$ cat src/rtl/pipe_reg_chain.sv
// pipe_reg_chain: DEPTH-stage valid-tagged pipeline register with stall/flush.
// Optional stall-cycle counter is built only when PIPE_STALL_CNT_EN is defined.
module pipe_reg_chain #(
    parameter int WIDTH = 32,
    parameter int DEPTH = 1,
    parameter logic [WIDTH-1:0] BUBBLE = '0,
    parameter int CNT_W = 16
) (
    input  logic             clk,
    input  logic             clr,
    input  logic [WIDTH-1:0] d,
    input  logic             d_valid,
    input  logic             stall,
    input  logic             flush,
    output logic [WIDTH-1:0] q,
    output logic             q_valid,
    output logic             busy,
    output logic [CNT_W-1:0] stall_cnt
);
    if (DEPTH < 1 || DEPTH > 8) begin : g_bad_depth
        $error("pipe_reg_chain: DEPTH must be in 1..8");
    end

    logic [WIDTH-1:0] data [DEPTH];
    logic [DEPTH-1:0] vld;

    // Stage chain: clear/flush to bubbles, hold on stall, otherwise shift one stage.
    always_ff @(posedge clk) begin
        if (clr || flush) begin
            for (int i = 0; i < DEPTH; i++) data[i] <= BUBBLE;
            vld <= '0;
        end else if (!stall) begin
            data[0] <= d_valid ? d : BUBBLE;
            vld[0] <= d_valid;
            for (int i = 1; i < DEPTH; i++) begin
                data[i] <= data[i-1];
                vld[i] <= vld[i-1];
            end
        end
    end

    assign q = data[DEPTH-1];
    assign q_valid = vld[DEPTH-1];
    assign busy = |vld;

`ifdef PIPE_STALL_CNT_EN
    logic [CNT_W-1:0] cnt;

    // Saturating count of cycles spent stalled with work in flight.
    always_ff @(posedge clk) begin
        if (clr) cnt <= '0;
        else if (!flush && stall && busy && cnt != '1) cnt <= cnt + CNT_W'(1);
    end

    assign stall_cnt = cnt;
`else
    assign stall_cnt = '0;
`endif
endmodule

$ cat config.mk
export PLATFORM = sky130hd
export DESIGN_NAME = pipe_reg_chain
export DESIGN_NICKNAME = d
export VERILOG_FILES = /design/src/rtl/pipe_reg_chain.sv
export SDC_FILE = /design/constraint.sdc
export NUM_CORES = 1
export LEC_CHECK = 0
export CAP_MARGIN = 20
export CELL_PAD_IN_SITES_DETAIL_PLACEMENT = 1
export CELL_PAD_IN_SITES_GLOBAL_PLACEMENT = 1
export CORE_UTILIZATION = 30
export DETAILED_ROUTE_END_ITERATION = 10
export PLACE_DENSITY_LB_ADDON = 0.1
export SLEW_MARGIN = 20
export SYNTH_ARGS = -nofsm -noshare
export SYNTH_HDL_FRONTEND = slang
export SYNTH_SLANG_ARGS = --single-unit
$ cat constraint.sdc
create_clock -name clk -period 2.31 [get_ports clk]
set_input_delay 0.462 -clock clk [delete_from_list [all_inputs] [get_ports clk]]
set_output_delay 0.462 -clock clk [all_outputs]
set_load 0.05 [all_outputs]
# After elaboration in Yosys (flattened, before gate mapping)
# Memory sizes are Yosys's and may differ from the RTL's.
# Index checks and enable logic that the tools add are counted.
[op_classes]
muxes = 8
n_reduce_logical = 2
[op_table]
columns = ["cell", "count"]
rows = [
  ["2-to-1 mux 32 bit", 2],
  ["OR reduction 32 bit", 1],
  ["2-to-1 mux 1 bit", 6],
  ["logical OR 1 bit", 1],
]
[totals]
ff_bits = 1
ramBits = 32
in_bits = 37
wordCells = 12
n_memories = 1
[memory_table]
columns = ["name", "words", "width", "read_ports", "rd_ports_with_merged_regs", "write_ports", "line_no", "text"]
rows = [
  ["data", 1, 32, 1, 0, 1, "24", "logic [WIDTH-1:0] data [DEPTH];"],
]

# Logic depth before layout (Yosys ltp)
# Gate-level depths: netlist (run 1).
[logic_depth]
ltp_word = 5
mapped_depth = 3
depth_no_buf = 2

# Worst setup path before layout (run 1)
# Ideal clock, no wire load.
[synth_path]
path_type = "input port to flip-flop"
startpoint = "in flush"
endpoint = "mem data[0][0] (enable)"
setup_ps = 390
t_arrival_ps = 1185
t_required_ps = 1920
setup_slack_ps = 735
stages = 2
cell_sequence = "nor2_1 > nand2_1"
[synth_via]
elab_chain_len = 5
[synth_lines]
columns = ["element", "line_no", "text"]
rows = [
  ["start: declaration", "14", "input logic flush,"],
  ["logical OR 1 bit *", "29", "if (clr || flush) begin"],
  ["2-to-1 mux 1 bit", "29", ""],
  ["2-to-1 mux 1 bit", "33", "data[0] <= d_valid ? d : BUBBLE;"],
  ["OR reduction 32 bit (no source line)", "n/a", ""],
  ["2-to-1 mux 1 bit (no source line) *", "n/a", ""],
  ["end: declaration", "24", ""],
]
# Every way passes the cells marked *; elsewhere a longest branch is shown, timed or not.

# Worst setup path in the final report (run 1)
[layout_path]
startpoint = "reg vld, in the netlist busy"
endpoint = "out busy"
[layout_rtl]
columns = ["element", "line_no", "text"]
rows = [
  ["start: declaration", "25", "logic [DEPTH-1:0] vld;"],
  ["start signal: indexed assignment", "37", "vld[i] <= vld[i-1];"],
  ["end: declaration", "17", "output logic busy,"],
]
# No word-level cell between the ends.

==> results_dict.tcl, run 1 <==
set metrics [dict create \
    timing.final.hold_violations 0 \
    cts.sink_count 33 \
    std_cell_rows 24 \
    ff_latch_area_sq_um 980.9 \
    worst_setup_path_end_kind "output pin" \
    worstPathCellList "clkdlybuf4s50_1" \
    leakage_component_of_the_power_nw 0.8838 \
    cts_setup_buffers 0 \
    timing.critical_path.slowest_stage_cell "clkdlybuf4s50_1" \
    place_hpwl_mm 2.188 \
    die_height_microns 70.32 \
    crit_type "reg2out" \
    path_max_fanout 3 \
    seqPwrFrac_pct 48.9 \
    slew_viol_final 0 \
    detailedRoute.firstPassIterationCount 6 \
    hold_fix_buffers_cts 0 \
    postRouteAntennaNets 0 \
    clock_path_buffers 2 \
    final_cycle_utilization_of_the_critical_path_pct 82.78 \
    yosysMostFrequentCell "edfxtp_1" \
    final_net_count 204 \
    fp.dieArea_sq_um 4944 \
    syn_area_per_cell_sq_um 15.39 \
    synth.yosys.warnings 0 \
    via_count 877 \
    grt_pass1_vias 903 \
    synth_sequential_area_ratio_pct 70.06 \
    antenna_diode_count 0 \
    layout-drive-gt1-share_pct 19.64 \
    async_flop_share_pct 0 \
    clk_latency_ps 280 \
    ys_dominant_reg_cell "edfxtp_1" \
    maximum_number_of_pins_on_one_net_before_global_route_repair 20 \
    core-area_sq_um 4414 \
    cp_num_buf_inv 1 \
    synth_top_cells_by_count "edfxtp_1, and2_2, buf_4" \
    antenna_found_initial 0 \
    pwr-share-clk_pct 28.7 \
    netSwitchingPower_mw 0.4115 \
    synth_top_cell_area_share_pct 68.63 \
    io_pins 87 \
    post_synth_main_area_contributors "edfxtp_1, and2_2, buf_4, and2_1, nor4b_4" \
    critical_path.top_delay_family "buffers and inverters" \
    place_inst 212 \
    via_per_inst 3.986 \
    number_of_unique_standard_cell_types_used_by_synthesis 12 \
    maximum_clock_frequency_mhz 522.9 \
    report.final.setup_viol 0 \
    final.min_clock_period_ps 1912 \
    routed_wire_length_per_instance_microns 13.15 \
    synth_enable_flop_cells 32 \
    drt_wl_total_mm 2.893 \
    ys_ff_latch 33 \
    clk_transition_reported_paths_ps 60 \
    p_sw_share_pct 29.01 \
    multiInputGateArea_sq_um 332.8 \
    crit_path_max_incr_delay_ps 810 \
    max-cap-violations 0 \
    clock_skew_ps 0 \
    ctsRootBufferMaster "clkbuf_8" \
    ir_worst_vdd_uv 330.9 \
    synthesis.instances 91 \
    mappedNetlistArea_sq_um 1400 \
    status "complete, no violations" \
    globalRoute.totalOverflow 0 \
    crit_required_ps 1850 \
    critPathLaunchType "flop" \
    area.growth.synth_to_final_pct 56.57 \
    global_route.usage.total_pct 12.51 \
    remaining_drcs 0 \
    cts_tree "done" \
    tightestPinTransition_ps 521.9 \
    die_w_microns 70.32 \
    grt_pass1_wl_mm 4.519 \
    post_cts.resized_instances 0 \
    p_per_area_nw_per_um2 647.1 \
    layout_fillers 446 \
    worst_hold_path_type "reg2reg" \
    slew_headroom_pct 65.10 \
    cell_internal_pwr_mw 1.007 \
    worst_ep_arrival_time_ps 1450 \
    setup_repair_after_global_routing_missed_its_margin "no" \
    port_buffers 70 \
    drt_iter0_drc 18 \
    cts-buffers-inserted 5 \
    setup_tns_ps 0 \
    htree_num_levels 2 \
    finalNonFillerCells 220 \
    synthDominantAreaCellType "edfxtp_1" \
    gp_congestion 0.7182 \
    combPwrFrac_pct 22.4 \
    initial_utilization_pct 31.72 \
]
area by class of cell:
type                    count  share of cell area [%]
multi-input cells          53                   15.18
clock inverters             2                  0.4566
repair buffers             74                   33.33
clock buffers               6                   3.311
well taps                  52                   2.968
flip-flops and latches     33                   44.75
worst min-delay path, cell delays in order (launching register included):
cell and delay, ps:
dfxtp_1 330, mux2i_1 150, nor3_1 60
stage by stage:
step / total power [mW] / instance area (sq um) / util [%] / worst slack [ps] / hold WS (ps)
CTS: 1.448 / 2192 / 49.66 / 360.1 / 608.3
floorplan: 0.9184 / 1456 / - / 735.5 / 538.8
finish: 1.418 / 2192 / 49.66 / 397.7 / 589.8
detailed placement: 1.026 / 2110 / 47.79 / 478.3 / 601.4
global placement: 1.024 / 2110 / 47.79 / 532.7 / 542.8
global route: 1.483 / 2192 / 49.66 / 335.6 / 639.0
final timing paths:
kind                                        start           endpoint  slack, ps  depth (start not counted)
worst max-delay path            busy$_SDFFE_PP0N_               busy        400                          1
worst min register to register  busy$_SDFFE_PP0N_  busy$_SDFFE_PP0N_        590                          2
worst max register to register  busy$_SDFFE_PP0N_  busy$_SDFFE_PP0N_       1640                          2
worst min-delay path            busy$_SDFFE_PP0N_  busy$_SDFFE_PP0N_        590                          2
registers in the layout, summed over array words and instances (netlist names):
register / cells
busy: 1
data: 32
kinds of logic after synthesis:
group         after synthesis  share of synthesized area [%]
mux                         1                         0.7150
buf+inv                    20                          10.19
simple gates               36                          18.77
other cells                 1                         0.2678
flops                      33                          70.06
power groups by stage:
stage | clock network [mW] | logic (mW) | registers, mW
floorplan | 0 | 0.0994 | 0.819
global placement | 0 | 0.318 | 0.706
detailed placement | 0 | 0.318 | 0.708
CTS | 0.434 | 0.319 | 0.695
global route | 0.457 | 0.329 | 0.697
finish | 0.407 | 0.317 | 0.694
layout by cell type (no fill, tap or decap):
| master | Yosys | layout |
|---|---|---|
| nor3_1 | 1 | 1 |
| dfxtp_1 | 1 | 1 |
| mux2i_1 | 1 | 1 |
| nand2_1 | 1 | 1 |
| nor4b_4 | 1 | 1 |
| edfxtp_1 | 32 | 32 |
| clkbuf_8 | 0 | 5 |
| nor2_1 | 1 | 1 |
| buf_4 | 17 | 4 |
| clkbuf_1 | 0 | 1 |
| and2_1 | 11 | 11 |
| clkinv_2 | 0 | 2 |
| conb_1 | 1 | 16 |
| clkdlybuf4s50_1 | 0 | 70 |
| and2_2 | 21 | 21 |
per-layer routing:
metal,share of wire [%],GRT usage [%],vias to the layer above
met4,0.93,6.000,0
li1,-,-,423
met1,42,13.95,403
met3,9.9,6.349,2
met2,48,19.68,49
met5,0,0,-
No activity file was read; power rests on OpenSTA's default activity.
==> inputs of run 2 (changes only) <==
--- a/config.mk
+++ b/config.mk
@@ -8,7 +8,7 @@
 export CAP_MARGIN = 20
 export CELL_PAD_IN_SITES_DETAIL_PLACEMENT = 1
 export CELL_PAD_IN_SITES_GLOBAL_PLACEMENT = 1
-export CORE_UTILIZATION = 30
+export CORE_UTILIZATION = 25
 export DETAILED_ROUTE_END_ITERATION = 10
 export PLACE_DENSITY_LB_ADDON = 0.1
 export SLEW_MARGIN = 20
==> constraint.sdc (replaced) <==
create_clock -name clk -period 1.7 [get_ports clk]
set_input_delay 0.34 -clock clk [delete_from_list [all_inputs] [get_ports clk]]
set_output_delay 0.34 -clock clk [all_outputs]
set_load 0.05 [all_outputs]
==> run 2 against run 1 <==
Flip-flop and latch count did not move. Utilization fell by 8.8 points. Routed wire length rose by 5.4%. Power rose by 35%. Cell area fell by 2.3%. Combinational power rose by 33%. Cell count rose by 7.3%. Clock skew did not move. Clock power rose by 34%.
==> results_dict.tcl, run 2 (synthesis gave the netlist of run 1 again) <==
set metrics [dict create \
    hold_fix_buffers_cts 0 \
    core-area_sq_um 5238 \
    leakage_component_of_the_power_nw 0.9404 \
    globalRoute.totalOverflow 0 \
    grt.met3_usage_pct 4.762 \
    layout_common_cells "clkdlybuf4s50_1, buf_4, edfxtp_1" \
    cts-buffers-inserted 5 \
    final_util_pct 40.87 \
    setup_tns_ps 0 \
    timing.final.hold_violations 0 \
    final_net_count 203 \
    global_route.usage.total_pct 10.58 \
    final_cycle_utilization_of_the_critical_path_pct 80.55 \
    met2_usage_pct 19.73 \
    layout_fillers 566 \
    routed_wire_length_per_instance_microns 12.92 \
    slew_viol_final 0 \
    cell_internal_pwr_mw 1.349 \
    die_w_microns 76.84 \
    drt_wl_total_mm 3.048 \
    cts_setup_buffers 0 \
    pwr-share-clk_pct 28.5 \
    grt_most_used_layer "met2" \
    report.final.setup_viol 0 \
    antenna_diode_count 0 \
    crit_type "in2reg" \
    maximum_clock_frequency_mhz 730.3 \
    ir_worst_vdd_uv 281.1 \
    final_common_cell "clkdlybuf4s50_1" \
    setup_repair_after_global_routing_missed_its_margin "no" \
    grt_pass1_wl_mm 4.678 \
    status "complete, no violations" \
    path_max_fanout 32 \
    drt_iter0_drc 27 \
    cts.sink_count 33 \
    std_cell_rows 26 \
    largest_register_ff_count 32 \
    io_pins 87 \
    p_sw_share_pct 29.29 \
    power_total_mw 1.908 \
    crit_required_ps 1850 \
    worst_hold_path_type "reg2reg" \
    clock_path_buffers 2 \
    worst_setup_path_end_kind "flop" \
    post_cts.resized_instances 0 \
    clk_latency_ps 280 \
    antenna_found_initial 0 \
    initial_utilization_pct 26.73 \
    area.growth.synth_to_final_pct 52.90 \
    via_count 895 \
    cts_tree "done" \
    max-cap-violations 0 \
    grt_pass1_vias 949 \
    die_height_microns 76.84 \
    postRouteAntennaNets 0 \
    remaining_drcs 0 \
    layout-drive-gt1-share_pct 38.55 \
    final.min_clock_period_ps 1369 \
    seqPwrFrac_pct 49.4 \
    combPwrFrac_pct 22.1 \
    port_buffers 70 \
    maximum_number_of_pins_on_one_net_before_global_route_repair 33 \
    ff_latch_area_sq_um 980.9 \
    critPathLaunchType "input port" \
    clock_skew_ps 0 \
    place_hpwl_mm 2.271 \
    grt.met1_usage_pct 10.19 \
    detailedRoute.firstPassIterationCount 2 \
    p_per_area_nw_per_um2 891.4 \
    netSwitchingPower_mw 0.5590 \
    via_per_inst 3.792 \
    biggest_register "data" \
    ctsRootBufferMaster "clkbuf_8" \
    clk_transition_reported_paths_ps 60 \
    worst_ep_arrival_time_ps 1520 \
    htree_num_levels 2 \
    multiInputGateArea_sq_um 332.8 \
    fp.dieArea_sq_um 5904 \
    gp_congestion 0.6744 \
]
## run 2: changes by cell type in the layout (fill, tap and decap cells not counted), sizes merged
cell and delta:
clkdlybuf4s50 -34, buf +33, clkinv -1
## run 2: area by class of cell
type | count | share of cell area, %
flip-flops and latches | 33 | 45.82
clock buffers | 6 | 3.390
repair buffers | 73 | 30.98
well taps | 70 | 4.091
multi-input cells | 53 | 15.55
clock inverters | 1 | 0.1753
## run 2: critical path, cell delays in order
cell and delay [ps]:
clkdlybuf4s50_1 490, nor4b_4 330, buf_12 200, and2_2 150
## run 2: worst paths after layout
kind | startpoint | endpoint | slack (ps) | depth (start not counted)
setup reg to reg | busy$_SDFFE_PP0N_ | busy$_SDFFE_PP0N_ | 1070 | 2
setup / recovery | flush | data[0][21]$_SDFFCE_PN0P_ | 330 | 4
hold reg to reg | busy$_SDFFE_PP0N_ | busy$_SDFFE_PP0N_ | 550 | 2
hold / removal | busy$_SDFFE_PP0N_ | busy$_SDFFE_PP0N_ | 550 | 2
## run 2: metrics by stage
step / hold WS (ps) / instances / area (sq um) / worst slack [ps]
4_1_cts: 558.8 / 236 / 2141 / 323.1
6_report: 554.7 / 236 / 2141 / 330.7
3_3_place_gp: 535.6 / 229 / 2064 / 80.59
3_5_place_dp: 554.0 / 229 / 2064 / 26.36
5_1_grt: 626.9 / 236 / 2141 / 265.9
2_1_floorplan: 416.8 / 106 / 1456 / 247.5
## run 2: routing by layer
layer  wire length (microns)  up-vias
li1                        -      422
met1                    1076      412
met2                    1636       56
met3                     300        5
met4                      34        0
met5                       0        -
## run 2: power by group through the flow
stage | Clock, mW | Combinational, mW | Sequential [mW]
after global placement | 0 | 0.421 | 0.961
after global routing | 0.606 | 0.438 | 0.947
after detailed placement | 0 | 0.425 | 0.962
final | 0.544 | 0.421 | 0.943
after floorplan | 0 | 0.135 | 1.11
after CTS | 0.570 | 0.425 | 0.945
==> inputs of run 3 (changes only) <==
==> constraint.sdc (replaced) <==
create_clock -name clk -period 1.2 [get_ports clk]
set_input_delay 0.24 -clock clk [delete_from_list [all_inputs] [get_ports clk]]
set_output_delay 0.24 -clock clk [all_outputs]
set_load 0.05 [all_outputs]
==> run 3 against run 2 <==
Via count rose by 6.8%. Utilization increased by 10 points. Power up 52%. Cell count grew 3.4%. Setup slack lost 270 ps. Global-route usage is 3.2 points higher. Non-clock buffer count increased by 9. Clock power rose by 39%. Clock-buffer cell count fell by 1.
==> results_dict.tcl, run 3 (synthesis gave the netlist of run 1 again) <==
set metrics [dict create \
    largest_register_ff_count 32 \
    setup_repair_after_global_routing_missed_its_margin "no" \
    worstReg2RegStart "busy$_SDFFE_PP0N_" \
    via_count 956 \
    grt_pass1_wl_mm 5.851 \
    timing.critical_path.slowest_stage_cell "dfxtp_1" \
    remaining_drcs 0 \
    critical_path.top_delay_family "flip-flops" \
    hold_path_depth 2 \
    antenna_found_initial 0 \
    via_per_inst 3.918 \
    path_max_fanout 3 \
    status "complete, no violations" \
    clk_latency_ps 280 \
    maximum_clock_frequency_mhz 880.4 \
    place_inst 231 \
    initial_utilization_pct 26.73 \
    drt_iter0_drc 48 \
    gp_congestion 0.6612 \
    ctsRootBufferMaster "clkbuf_8" \
    port_buffers 70 \
    die_height_microns 76.84 \
    detailedPlace.worstSlack_ps -387.7 \
    final_common_cell "buf_12" \
    cts.sink_count 33 \
    setup_tns_ps 0 \
    fp.dieArea_sq_um 5904 \
    area.growth.synth_to_final_pct 91.06 \
    die_w_microns 76.84 \
    layout-drive-gt1-share_pct 45.40 \
    place_hpwl_mm 2.594 \
    finalNonFillerCells 244 \
    fin_area_sq_um 2675 \
    final_net_count 212 \
    drt_wl_total_mm 3.653 \
    report.final.setup_viol 0 \
    max-cap-violations 0 \
    leakage_component_of_the_power_nw 1.122 \
    clock_skew_ps 0 \
    worst_ep_arrival_time_ps 900 \
    biggest_register "data" \
    std_cell_rows 26 \
    ir_worst_vdd_uv 563.5 \
    cts_tree "done" \
    slew_viol_final 0 \
    cp_num_buf_inv 1 \
    cts-buffers-inserted 5 \
    p_per_area_nw_per_um2 1084 \
    whs_ps 191.5 \
    timing.hold.worst.start "clr" \
    io_pins 87 \
    worstReg2RegEnd "busy$_SDFFE_PP0N_" \
    rr_worst_depth 2 \
    maximum_number_of_pins_on_one_net_before_global_route_repair 23 \
    globalRoute.totalOverflow 0 \
    crit_required_ps 960 \
    worstPathCellList "buf_12" \
    timing.final.hold_violations 0 \
    postRouteAntennaNets 0 \
    crit_path_max_incr_delay_ps 440 \
    final_cycle_utilization_of_the_critical_path_pct 94.66 \
    power_total_mw 2.900 \
    timing.reg2reg.setup_slack_ps 440 \
    htree_num_levels 2 \
    final.min_clock_period_ps 1136 \
    final_util_pct 51.08 \
    clk_transition_reported_paths_ps 60 \
    layout_common_cells "buf_12, edfxtp_1, clkdlybuf4s50_1" \
    hold-path-endpoint "busy$_SDFFE_PP0N_" \
    crit_type "reg2out" \
    worst_hold_path_type "in2reg" \
    antenna_diode_count 0 \
    core-area_sq_um 5238 \
    grt_pass1_vias 1037 \
    critPathLaunchType "flop" \
    placement.cell_area_sq_um 2507 \
    global_route.usage.total_pct 13.78 \
    worst_setup_path_end_kind "output pin" \
    clock_path_buffers 2 \
    detailedRoute.firstPassIterationCount 3 \
    worst_slack_setup_final_ps 64.13 \
    routed_wire_length_per_instance_microns 14.97 \
    layout_fillers 522 \
]
==> run 3: cell types whose count changed in the layout (fill, tap and decap cells not counted), moves of 2 or more <==
cell	previous run	this run
buf_12	2	36
buf_4	35	7
clkdlybuf4s50_1	36	32
bufbuf_16	0	2
clkbuf_2	0	2
==> run 3: power by group <==
group | internal, mW | leakage [nW] | switching, mW | total [mW]
Combinational | 0.364 | 0.705 | 0.405 | 0.769
Clock | 0.381 | 0.0399 | 0.376 | 0.756
Sequential | 1.32 | 0.378 | 0.0512 | 1.37
==> run 3: metal layers <==
layer  share of wire, %  GRT usage, %  vias to the layer above
li1                   -             -                      440
met1                 35         13.93                      452
met2                 54         25.54                       59
met3                8.8         5.000                        5
met4                1.5         5.192                        0
met5                  0             0                        -
==> run 3: cell type report <==
class                           instances  area [sq um]  area share, %
Multi-Input combinational cell         53         337.8          12.63
Sequential cell                        33         980.9          36.67
Clock inverter                          1         5.005         0.1871
Clock buffer                            5         68.82          2.572
Tap cell                               70         87.58          3.274
Timing Repair Buffer                   82          1195          44.67
==> run 3: what timing repair did <==
| item | CTS | global route |
|---|---|---|
| hold endpoints to repair | 0 | 0 |
| gates resized for setup | 7 | 6 |
| endpoints found under the setup margin | 42 | 32 |
| hold buffers | 0 | 0 |
| buffers inserted | 4 | 0 |
| pin swaps | 1 | 1 |
| cloned | 3 | 0 |
==> run 3: worst max-delay path by stage <==
stage                 startpoint                   endpoint  cells past startpoint
2_1_floorplan  busy$_SDFFE_PP0N_                    q_valid                      1
3_3_place_gp               stall   data[0][6]$_SDFFCE_PN0P_                      4
3_5_place_dp               flush  data[0][11]$_SDFFCE_PN0P_                      4
4_1_cts                    flush  data[0][10]$_SDFFCE_PN0P_                      5
5_1_grt        busy$_SDFFE_PP0N_                    q_valid                      1
6_report       busy$_SDFFE_PP0N_                    q_valid                      1
